[config.mk]
export PLATFORM = sky130hd
export DESIGN_NAME = game_status_tracker
export DESIGN_NICKNAME = d
export VERILOG_FILES = /design/src/rtl/battleship_pkg.sv /design/src/rtl/shot_timeout_counter.sv /design/src/rtl/game_status_tracker.sv
export SDC_FILE = /design/constraint.sdc
export NUM_CORES = 1
export LEC_CHECK = 0
export BUFFER_PORTS_ARGS = -buffer_cell sky130_fd_sc_hd__buf_4
export CAP_MARGIN = 20
export CORE_ASPECT_RATIO = 0.75
export CORE_MARGIN = 3
export CORE_UTILIZATION = 28
export DETAILED_ROUTE_END_ITERATION = 10
export HOLD_SLACK_MARGIN = 0.08
export SLEW_MARGIN = 10
export SYNTH_ARGS = -nofsm -noshare
export SYNTH_HDL_FRONTEND = slang
export SYNTH_SLANG_ARGS = --single-unit
export TNS_END_PERCENT = 1
[constraint.sdc]
create_clock -name clk -period 4 [get_ports clk]
set_clock_uncertainty 0.2 [all_clocks]
set_input_delay 0.4 -clock clk [delete_from_list [all_inputs] [get_ports clk]]
set_output_delay 0.4 -clock clk [all_outputs]
set_load 0.02 [all_outputs]
[src/rtl/battleship_pkg.sv]
// Shared types and constants for the battleship turn/score engine.
// Contents: FSM state enum, counter widths, default game constants and
// a saturating hit-counter increment helper.
package battleship_pkg;

    typedef enum logic [1:0] {
        IDLE     = 2'd0,
        READY    = 2'd1,
        WAIT_RES = 2'd2,
        OVER     = 2'd3
    } state_t;

    localparam int TURN_W             = 5;
    localparam int HIT_W              = 6;
    localparam int TMO_W              = 8;
    localparam int MAX_TURNS_DEF      = 20;
    localparam int SHIP_CELLS_DEF     = 17;
    localparam int RESULT_TIMEOUT_DEF = 15;

    function automatic logic [HIT_W-1:0] hits_sat_inc(input logic [HIT_W-1:0] h);
        return (h == {HIT_W{1'b1}}) ? h : h + 1'b1;
    endfunction

endpackage

[src/rtl/shot_timeout_counter.sv]
// Down-counter with load and terminal-count flag, used to bound the wait
// for a board lookup result.
// Ports:
//   clk, rst_n  clock / async active-low reset
//   load        load load_val (takes priority over dec)
//   load_val    start value; tc asserts load_val+1 decrement cycles later
//   dec         count down by one, holding at zero
//   tc          count is zero
module shot_timeout_counter #(
    parameter int W = 8
) (
    input  logic         clk,
    input  logic         rst_n,
    input  logic         load,
    input  logic [W-1:0] load_val,
    input  logic         dec,
    output logic         tc
);

    logic [W-1:0] count;

    always_ff @(posedge clk or negedge rst_n) begin
        if (!rst_n) begin
            count <= '0;
        end else if (load) begin
            count <= load_val;
        end else if (dec && (count != '0)) begin
            count <= count - 1'b1;
        end
    end

    assign tc = (count == '0);

endmodule

[src/rtl/game_status_tracker.sv]
// Battleship turn/score engine feeding the seven-segment display driver.
// Accepts fire pulses, issues a board lookup per shot, consumes the
// hit/miss/repeat result and tracks remaining turns, hits, win and lose.
// Ports:
//   clk, rst_n            clock / async active-low reset
//   start                 begin a new game from any state
//   fire                  shoot at the cursor cell (dropped unless READY)
//   lookup_req            one-cycle board lookup request
//   res_valid/hit/repeat  board lookup result
//   busy                  shot outstanding
//   turns_left, hits      game counters
//   win, lose             sticky game outcome
//   timeout_err           one-cycle pulse when a lookup goes unanswered
// Build option: define REPEAT_COSTS_TURN_EN to charge a turn for repeat shots.
//
// state    | meaning
// IDLE     | after reset, waiting for start
// READY    | game running, waiting for fire
// WAIT_RES | lookup issued, waiting for result or timeout
// OVER     | game won or lost, waiting for start
module game_status_tracker
    import battleship_pkg::*;
#(
    parameter int MAX_TURNS      = MAX_TURNS_DEF,
    parameter int SHIP_CELLS     = SHIP_CELLS_DEF,
    parameter int RESULT_TIMEOUT = RESULT_TIMEOUT_DEF
) (
    input  logic              clk,
    input  logic              rst_n,
    input  logic              start,
    input  logic              fire,
    output logic              lookup_req,
    input  logic              res_valid,
    input  logic              res_hit,
    input  logic              res_repeat,
    output logic              busy,
    output logic [TURN_W-1:0] turns_left,
    output logic [HIT_W-1:0]  hits,
    output logic              win,
    output logic              lose,
    output logic              timeout_err
);

`ifdef REPEAT_COSTS_TURN_EN
    localparam bit REPEAT_COSTS = 1'b1;
`else
    localparam bit REPEAT_COSTS = 1'b0;
`endif

    state_t            state, state_nxt;
    logic [TURN_W-1:0] turns_upd, turns_d;
    logic [HIT_W-1:0]  hits_upd, hits_d;
    logic              win_hit, lose_hit;
    logic              win_d, lose_d, busy_d, lookup_d, tmo_err_d;
    logic              tmo_load, tmo_tc;

    // Counter is armed on the accepted fire so it covers exactly the
    // RESULT_TIMEOUT cycles spent in WAIT_RES.
    assign tmo_load = (state == READY) && fire && !start;

    shot_timeout_counter #(.W(TMO_W)) u_tmo (
        .clk     (clk),
        .rst_n   (rst_n),
        .load    (tmo_load),
        .load_val(TMO_W'(RESULT_TIMEOUT - 1)),
        .dec     (state == WAIT_RES),
        .tc      (tmo_tc)
    );

    // Counter values a result would produce this cycle.
    always_comb begin
        hits_upd  = hits;
        turns_upd = turns_left;
        if (!res_repeat && res_hit) begin
            hits_upd = hits_sat_inc(hits);
        end
        if ((!res_repeat || REPEAT_COSTS) && (turns_left != '0)) begin
            turns_upd = turns_left - 1'b1;
        end
        win_hit  = (hits_upd == HIT_W'(SHIP_CELLS));
        lose_hit = (turns_upd == '0);
    end

    always_ff @(posedge clk or negedge rst_n) begin
        if (!rst_n) begin
            state       <= IDLE;
            turns_left  <= '0;
            hits        <= '0;
            win         <= 1'b0;
            lose        <= 1'b0;
            busy        <= 1'b0;
            lookup_req  <= 1'b0;
            timeout_err <= 1'b0;
        end else begin
            state       <= state_nxt;
            turns_left  <= turns_d;
            hits        <= hits_d;
            win         <= win_d;
            lose        <= lose_d;
            busy        <= busy_d;
            lookup_req  <= lookup_d;
            timeout_err <= tmo_err_d;
        end
    end

    always_comb begin
        state_nxt = state;
        if (start) begin
            state_nxt = READY;
        end else begin
            case (state)
                READY: begin
                    if (fire) state_nxt = WAIT_RES;
                end
                WAIT_RES: begin
                    if (res_valid) begin
                        state_nxt = (win_hit || lose_hit) ? OVER : READY;
                    end else if (tmo_tc) begin
                        state_nxt = READY;
                    end
                end
                default: state_nxt = state;
            endcase
        end
    end

    always_comb begin
        turns_d   = turns_left;
        hits_d    = hits;
        win_d     = win;
        lose_d    = lose;
        busy_d    = busy;
        lookup_d  = 1'b0;
        tmo_err_d = 1'b0;
        if (start) begin
            turns_d = TURN_W'(MAX_TURNS);
            hits_d  = '0;
            win_d   = 1'b0;
            lose_d  = 1'b0;
            busy_d  = 1'b0;
        end else begin
            case (state)
                READY: begin
                    if (fire) begin
                        lookup_d = 1'b1;
                        busy_d   = 1'b1;
                    end
                end
                WAIT_RES: begin
                    if (res_valid) begin
                        turns_d = turns_upd;
                        hits_d  = hits_upd;
                        busy_d  = 1'b0;
                        if (win_hit)       win_d  = 1'b1;
                        else if (lose_hit) lose_d = 1'b1;
                    end else if (tmo_tc) begin
                        tmo_err_d = 1'b1;
                        busy_d    = 1'b0;
                    end
                end
                default: ;
            endcase
        end
    end

endmodule

==> qor.tcl, run 1 <==
set qor(critical_path_peak_fanout) 6
set qor(stdcell_count) 253
set qor(synth.avg_cell_area_sq_um) 9.747
set qor(antenna_found_initial) 0
set qor(worstSetupStartpointType) {flop}
set qor(maxClockFrequency_ghz) 0.4716
set qor(routed_via_density) 4.731
set qor(tritoncts) {done}
set qor(yosys.area_share.adder_pct) 3.271
set qor(groute.usage.overall_pct) 10.59
set qor(slew_viol_final) 0
set qor(yosys.area.top_type_share_pct) 42.52
set qor(synth.cells.most_frequent) {sky130_fd_sc_hd__dfrtp_1, sky130_fd_sc_hd__nor2_1, sky130_fd_sc_hd__inv_1, sky130_fd_sc_hd__nand2_1, sky130_fd_sc_hd__nor3_1}
set qor(floorplan.initialDensity_pct) 30.05
set qor(post_route_cell_area_sq_um) 1847
set qor(drt-total-wl_um) 3305
set qor(synth_largest_area_cell) {sky130_fd_sc_hd__dfrtp_1}
set qor(place.gp.congestion) 0.7910
set qor(synth_fp_nets) 168
set qor(insertedDiodeCount) 0
set qor(amount_of_wire_on_met3_after_detailed_routing_um) 151
set qor(finalNetCount) 193
set qor(grt_residual_overflow) 0
set qor(setup_total_negative_slack_ns) 0
set qor(wire_length_of_the_first_global_routing_pass_um) 5478
set qor(vias) 1197
set qor(critical-path-slowest-cell) {sky130_fd_sc_hd__dfrtp_1}
set qor(final_period_minus_worst_setup_slack_ns) 2.121
set qor(detailedRoute.firstPassIterationCount) 4
set qor(clk-insertion-delay-late_ns) 0.28
set qor(drt_drc_violations_left) 0
set qor(yosysMostFrequentCell) {sky130_fd_sc_hd__dfrtp_1}
set qor(detail_route_antenna_nets) 0
set qor(synthSimpleGateAreaFrac_pct) 25.59
set qor(post_synthesis_cell_area_sq_um) 1530
set qor(maxSlewHeadroom_pct) 63.86
set qor(ys_seq_elements) 26
set qor(dominant_combinational_cell_family_by_area_after_synthesis) {simple AND/OR/NAND/NOR gates}
set qor(unrepaired_setup_endpoints_after_global_routing) {false}
set qor(filler_cell_count) 531
set qor(die_footprint_sq_um) 6397
set qor(finalSetupViolations) 0
set qor(path_clk_slew_ns) 0.10
set qor(critical_path_endpoint_category) {flop}
set qor(top_level_ports) 23
set qor(detailedPlacementHpwl_um) 2364
set qor(numPortBuffers) 22
set qor(status) {finished clean}
set qor(post_cts.repair.setup_buffers) 0
set qor(worst_slew_pin_slew_ns) 0.5409
set qor(topRoutingLayerUsed) {met4}
set qor(clock_path_buffers) 2
set qor(postPlaceCellArea_sq_um) 1765
set qor(die_x_um) 91.36
set qor(hp-class) {input pin to flop}
set qor(synthesized_area_fraction_occupied_by_ao_oa_aoi_and_oai_cells_pct) 16.03
set qor(synth_edf_count) 0
set qor(postSynth.topFlopCell) {sky130_fd_sc_hd__dfrtp_1}
set qor(slowest_delay_ns) 0.45
set qor(cts-buffers-inserted) 3
set qor(cellPowerDensity_nw_per_um2) 327.8
set qor(data_arrival_time_of_the_critical_path_ns) 2.09
set qor(final.period_utilization_pct) 53.02
set qor(irDropWorstVdd_mv) 0.1223
set qor(detailed_routing_wirelength_on_met1_um) 1776
set qor(drive_gt1_share_pct) 19.34
set qor(ys_seq_area_share_pct) 42.52
set qor(asyncSetResetFlopFracSynth_pct) 100.0
set qor(htreeDepth) 1
set qor(placement_row_count) 22
set qor(synth.area.mux_share_pct) 1.962
set qor(worst-endpoint-required_ns) 3.97
set qor(drt_iter0_drc) 48
set qor(hold_viol) 0
set qor(first_global_vias) 1096
set qor(crit_type) {flop to flop}
set qor(routed-wl-met2_um) 1350
set qor(cts_root_buffer) {sky130_fd_sc_hd__clkbuf_8}
set qor(syn_to_final_growth_pct) 20.69
set qor(numPlacedInstances) 248
set qor(grt_start_max_net_pins) 27
set qor(yosys_warnings) 0
set qor(drv.max_cap_violation_count) 0
set qor(synth.distinct_cells) 46
set qor(synth_xor_area_share_pct) 6.868
set qor(placeableCoreArea_sq_um) 5092
set qor(wl_per_cell_um) 13.06
set qor(power_leakage_nw) 0.7712
set qor(cp_cell_sequence) {inv_1 -> ha_1 -> nor3b_4 -> xnor2_1 -> o31ai_2 -> o21a_1 -> o41a_1}
set qor(synthTopCellsByArea) {sky130_fd_sc_hd__dfrtp_1, sky130_fd_sc_hd__nor2_1, sky130_fd_sc_hd__xnor2_1, sky130_fd_sc_hd__xor2_1, sky130_fd_sc_hd__ha_1}
set qor(syn_inst_count) 157
set qor(cts.repair.resized) 0
set qor(clock_sinks) 26
set qor(die_y_um) 70.02
[critical path, delay by kind of cell (launching register included)]
family / cells / cell delay [ns]
AO/OA/AOI/OAI: 3 / 0.56
flip-flops: 1 / 0.45
AND/OR/NAND/NOR: 1 / 0.30
adder cells (fa/ha/maj): 1 / 0.25
XOR/XNOR: 1 / 0.17
buffers and inverters: 1 / 0.10
[flip-flops by register name, summed over array words and instances (netlist names)]
register     flops
turns_left       5
busy             1
hits             6
state            2
timeout_err      1
lookup_req       1
lose             1
win              1
u_tmo.count      8
[cells in the final DEF, fill, tap and decap left out, types with 2 or more instances in the layout]
cell / instances
sky130_fd_sc_hd__a211oi_2: 3
sky130_fd_sc_hd__nand4b_1: 2
sky130_fd_sc_hd__inv_1: 10
sky130_fd_sc_hd__a211oi_1: 2
sky130_fd_sc_hd__buf_4: 22
sky130_fd_sc_hd__xnor2_1: 6
sky130_fd_sc_hd__dfrtp_1: 26
sky130_fd_sc_hd__or3_1: 3
sky130_fd_sc_hd__nor2b_1: 4
sky130_fd_sc_hd__nand3_1: 4
sky130_fd_sc_hd__nor3b_1: 2
sky130_fd_sc_hd__mux2i_1: 3
sky130_fd_sc_hd__nand3b_1: 2
sky130_fd_sc_hd__nand4_1: 2
sky130_fd_sc_hd__o21ai_0: 5
sky130_fd_sc_hd__o21ai_1: 5
sky130_fd_sc_hd__o211ai_1: 3
sky130_fd_sc_hd__nor3_1: 7
sky130_fd_sc_hd__ha_1: 4
sky130_fd_sc_hd__nor2_1: 17
sky130_fd_sc_hd__xor2_1: 6
sky130_fd_sc_hd__nand2b_1: 4
sky130_fd_sc_hd__nand2_1: 10
sky130_fd_sc_hd__a21oi_1: 4
sky130_fd_sc_hd__clkbuf_8: 3
[routing by layer]
layer  global-route usage (%)  vias up
met5                        0        -
li1                         -      609
met3                    3.229        2
met4                    2.007        0
met2                    14.76       24
met1                    15.96      562
[what timing repair did]
action / CTS / global route
setup endpoints to repair: 0 / 0
hold buffers: 1 / 0
hold endpoints to repair: 26 / 0
[worst paths after layout]
| kind | startpoint | endpoint | slack (ns) | cells after the start |
|---|---|---|---|---|
| hold / removal | res_valid | timeout_err$_DFF_PN0_ | 0.12 | 2 |
| setup / recovery | turns_left[0]$_DFFE_PN0P_ | state[1]$_DFFE_PN0P_ | 1.88 | 7 |
| max in group asynchronous | rst_n | turns_left[1]$_DFFE_PN0P_ | 2.98 | 2 |
| setup reg to reg | turns_left[0]$_DFFE_PN0P_ | state[1]$_DFFE_PN0P_ | 1.88 | 7 |
| min in group asynchronous | rst_n | u_tmo.count[2]$_DFFE_PN0P_ | 0.36 | 2 |
| hold reg to reg | lose$_DFFE_PN0P_ | lose$_DFFE_PN0P_ | 0.32 | 1 |
[power breakdown]
group	leakage (nW)	switching [W]	internal, W
combinational	0.404	0.0000478	0.0000386
clock	0.0357	0.0000909	0.000134
sequential	0.332	0.0000153	0.000279
[final cells by class]
| type | count | area (sq um) | area share (%) |
|---|---|---|---|
| Clock buffer | 3 | 41.29 | 2.236 |
| Clock inverter | 1 | 30.03 | 1.626 |
| Inverter | 10 | 37.54 | 2.033 |
| Multi-Input combinational cell | 118 | 822.0 | 44.51 |
| Sequential cell | 26 | 650.6 | 35.23 |
| Tap cell | 72 | 90.09 | 4.878 |
| Timing Repair Buffer | 23 | 175.2 | 9.485 |
[cell families (layout without fill, tap and decap cells)]
kind of cell / after synthesis / after routing
buf+inv: 13 / 37
simple gates: 66 / 66
flops: 26 / 26
mux: 3 / 3
compound gates: 33 / 33
fa+ha+maj: 4 / 4
xor+xnor: 12 / 12
[stage by stage]
stage | power (W) | setup slack [ns] | hold WS [ns] | util (%)
2_1_floorplan | 0.0003560 | 1.907 | -0.09559 | -
3_3_place_gp | 0.0003840 | 1.954 | 0.1444 | 34.67
3_5_place_dp | 0.0003855 | 1.903 | 0.1457 | 34.67
4_1_cts | 0.0006131 | 1.869 | 0.1118 | 36.27
5_1_grt | 0.0006353 | 1.753 | 0.1152 | 36.27
6_report | 0.0006053 | 1.879 | 0.1154 | 36.27
No activity file was read; power rests on OpenSTA's default activity.
==> run 2: changes to the inputs <==
==> constraint.sdc (replaced) <==
create_clock -name clk -period 1.8 [get_ports clk]
set_clock_uncertainty 0.2 [all_clocks]
set_input_delay 0.18 -clock clk [delete_from_list [all_inputs] [get_ports clk]]
set_output_delay 0.18 -clock clk [all_outputs]
set_load 0.02 [all_outputs]
==> run 2 against run 1 <==
  * Setup slack got worse by 2.0 ns
  * Critical path depth is the same
  * The run now ends with negative setup slack left
  * First-iteration DRC count grew 17%
  * Worst hold slack gained 0.0033 ns
  * Sequential share of layout area is 4.8 points lower
  * Cell count grew 12%
  * Routed wire length up 13%
  * Non-clock buffer count increased by 31
  * Utilization up 6.0 points
==> qor.tcl, run 2 (same netlist as run 1, synthesis figures left out) <==
set qor(crit_type) {flop to flop}
set qor(vias) 1355 ;# +13%
set qor(slew_viol_final) 0 ;# unchanged
set qor(power_leakage_nw) 0.9209 ;# +19%
set qor(status) {finished, violations left}
set qor(top_level_ports) 23 ;# unchanged
set qor(layout_commonest_cell) {sky130_fd_sc_hd__buf_4}
set qor(htreeDepth) 1 ;# unchanged
set qor(groute.usage.overall_pct) 12.57 ;# +2.0 points
set qor(detailedRoute.firstPassIterationCount) 4 ;# unchanged
set qor(detail_route_antenna_nets) 0 ;# unchanged
set qor(hp-class) {input pin to flop}
set qor(routed_via_density) 4.771 ;# +0.84%
set qor(worstSetupStartpointType) {flop}
set qor(syn_to_final_growth_pct) 40.72
set qor(maxSlewHeadroom_pct) 76.60 ;# +13 points
set qor(post_route_cell_area_sq_um) 2153 ;# +17%
set qor(final_period_minus_worst_setup_slack_ns) 1.878 ;# -0.2426 ns
set qor(postLayoutCoreUtil_pct) 42.29 ;# +6.0 points
set qor(cts_root_buffer) {sky130_fd_sc_hd__clkbuf_8}
set qor(finalNetCount) 224 ;# +16%
set qor(finalSetupViolations) 2 ;# +2
set qor(filler_cell_count) 505 ;# -4.9%
set qor(drv.max_cap_violation_count) 0 ;# unchanged
set qor(die_y_um) 70.02 ;# unchanged
set qor(tritoncts) {done}
set qor(worst_slew_pin_slew_ns) 0.3504 ;# -0.1906 ns
set qor(placeableCoreArea_sq_um) 5092 ;# unchanged
set qor(total_power_w) 0.001417 ;# +130%
set qor(top_regs) {u_tmo.count: 8 flops, hits: 6 flops, turns_left: 5 flops}
set qor(floorplan.initialDensity_pct) 30.05 ;# unchanged
set qor(post-route-worst-setup-slack_ns) -0.07810 ;# -1.957 ns
set qor(place.gp.congestion) 0.8622 ;# +9.0%
set qor(layout_common_cells) {sky130_fd_sc_hd__buf_4, sky130_fd_sc_hd__dfrtp_1, sky130_fd_sc_hd__nor2_1, sky130_fd_sc_hd__nand2_1}
set qor(detailedPlacementHpwl_um) 2791 ;# +18%
set qor(worst-endpoint-required_ns) 1.77 ;# -2.20 ns
set qor(numPortBuffers) 22 ;# unchanged
set qor(placement_row_count) 22 ;# unchanged
set qor(die_footprint_sq_um) 6397 ;# unchanged
set qor(clock_path_buffers) 2 ;# unchanged
set qor(die_x_um) 91.36 ;# unchanged
set qor(failed_checks) {negative setup slack}
set qor(wl_per_cell_um) 13.19 ;# +0.94%
set qor(first_global_vias) 1320 ;# +20%
set qor(largest_reg_flops) 8 ;# unchanged
set qor(drive_gt1_share_pct) 37.26 ;# +18 points
set qor(grt_start_max_net_pins) 27 ;# unchanged
set qor(grt_residual_overflow) 0 ;# unchanged
set qor(drt_drc_violations_left) 0 ;# unchanged
set qor(data_arrival_time_of_the_critical_path_ns) 1.84 ;# -0.25 ns
set qor(hold_viol) 0 ;# unchanged
set qor(wire_length_of_the_first_global_routing_pass_um) 6430 ;# +17%
set qor(clk-insertion-delay-late_ns) 0.28 ;# about the same
set qor(drt_iter0_drc) 56 ;# +17%
set qor(insertedDiodeCount) 0 ;# unchanged
set qor(maxClockFrequency_ghz) 0.5325 ;# +13%
set qor(postPlaceCellArea_sq_um) 2014 ;# +14%
set qor(clock_sinks) 26 ;# unchanged
set qor(irDropWorstVdd_mv) 0.2610 ;# +110%
set qor(unrepaired_setup_endpoints_after_global_routing) {true}
set qor(final.period_utilization_pct) 104.3 ;# +51 points
set qor(critical_path_endpoint_category) {flop}
set qor(cellPowerDensity_nw_per_um2) 658.0 ;# +100%
set qor(critical_path_peak_fanout) 4 ;# -2
set qor(cts-buffers-inserted) 3 ;# unchanged
set qor(antenna_found_initial) 0 ;# unchanged
set qor(holdWs_ns) 0.1186 ;# +0.003250 ns
set qor(largest-register) {u_tmo.count}
set qor(drt-total-wl_um) 3745 ;# +13%
set qor(path_clk_slew_ns) 0.10 ;# about the same
## run 2: cell count changes in the layout (fill, tap and decap cells not counted), moves of 4 or more
| cell | change |
|---|---|
| sky130_fd_sc_hd__buf_4 | +27 |
| sky130_fd_sc_hd__dfrtp_1 | -4 |
| sky130_fd_sc_hd__dfrtp_2 | +4 |
| sky130_fd_sc_hd__inv_1 | -4 |
| sky130_fd_sc_hd__inv_2 | +4 |
## run 2: final timing paths
check,startpoint,endpoint,slack [ns],cells past startpoint
worst max-delay path,turns_left[1]$_DFFE_PN0P_,state[1]$_DFFE_PN0P_,-0.08,7
worst min-delay path,fire,state[0]$_DFFE_PN0P_,0.12,3
worst max register to register,turns_left[1]$_DFFE_PN0P_,state[1]$_DFFE_PN0P_,-0.08,7
worst min register to register,lose$_DFFE_PN0P_,lose$_DFFE_PN0P_,0.32,1
max in group asynchronous,rst_n,hits[1]$_DFFE_PN0P_,0.98,2
min in group asynchronous,rst_n,turns_left[2]$_DFFE_PN0P_,0.14,2
## run 2: final cells by class
cell class	instances	area (sq um)	area share [%]
multi-input cells	118	878.3	40.79
flip-flops and latches	26	655.6	30.45
repair buffers	54	420.4	19.52
well taps	72	90.09	4.184
clock buffers	3	41.29	1.917
inverters	10	37.54	1.743
clock inverters	1	30.03	1.395
## run 2: report_power, final
group	internal, W	total (W)	leakage [nW]	switching [W]
combinational	0.000133	0.000260	0.560	0.000126
clock	0.000298	0.000501	0.0357	0.000203
sequential	0.000619	0.000657	0.325	0.0000377
total	0.00105	0.00142	0.921	0.000367
## run 2: per-stage QoR
step / std cells / worst slack (ns) / setup TNS [ns]
3_3_place_gp: 276 / -0.02283 / -0.02283
6_report: 284 / -0.07810 / -0.08129
4_1_cts: 284 / -0.08664 / -0.09205
5_1_grt: 284 / -0.1807 / -1.053
3_5_place_dp: 276 / -0.06720 / -0.07388
2_1_floorplan: 157 / -0.08241 / -0.08241
## run 2: critical path, stage by stage, from the launching register on
cell,delay [ns]
sky130_fd_sc_hd__dfrtp_2,0.43
sky130_fd_sc_hd__inv_2,0.08
sky130_fd_sc_hd__ha_4,0.13
sky130_fd_sc_hd__nor3b_4,0.25
sky130_fd_sc_hd__xnor2_1,0.17
sky130_fd_sc_hd__o31ai_2,0.09
sky130_fd_sc_hd__o21a_1,0.12
sky130_fd_sc_hd__o41a_1,0.30
## run 2: routing by layer
layer | track usage (%) | part of all wire (%) | vias to the layer above | routed length (um)
met4 | 3.846 | 0.91 | 0 | 34
met5 | 0 | 0 | - | 0
met1 | 18.33 | 53 | 645 | 1987
met3 | 2.691 | 3.6 | 2 | 136
met2 | 18.43 | 42 | 33 | 1587
li1 | - | - | 675 | -
## run 2: repair_timing
item,4_1_cts,5_1_grt
buffers inserted,1,0
hold endpoints to repair,36,0
pin swaps,0,4
hold buffers,3,0
setup endpoints to repair,5,18
cloned,0,0
gates resized for setup,2,8
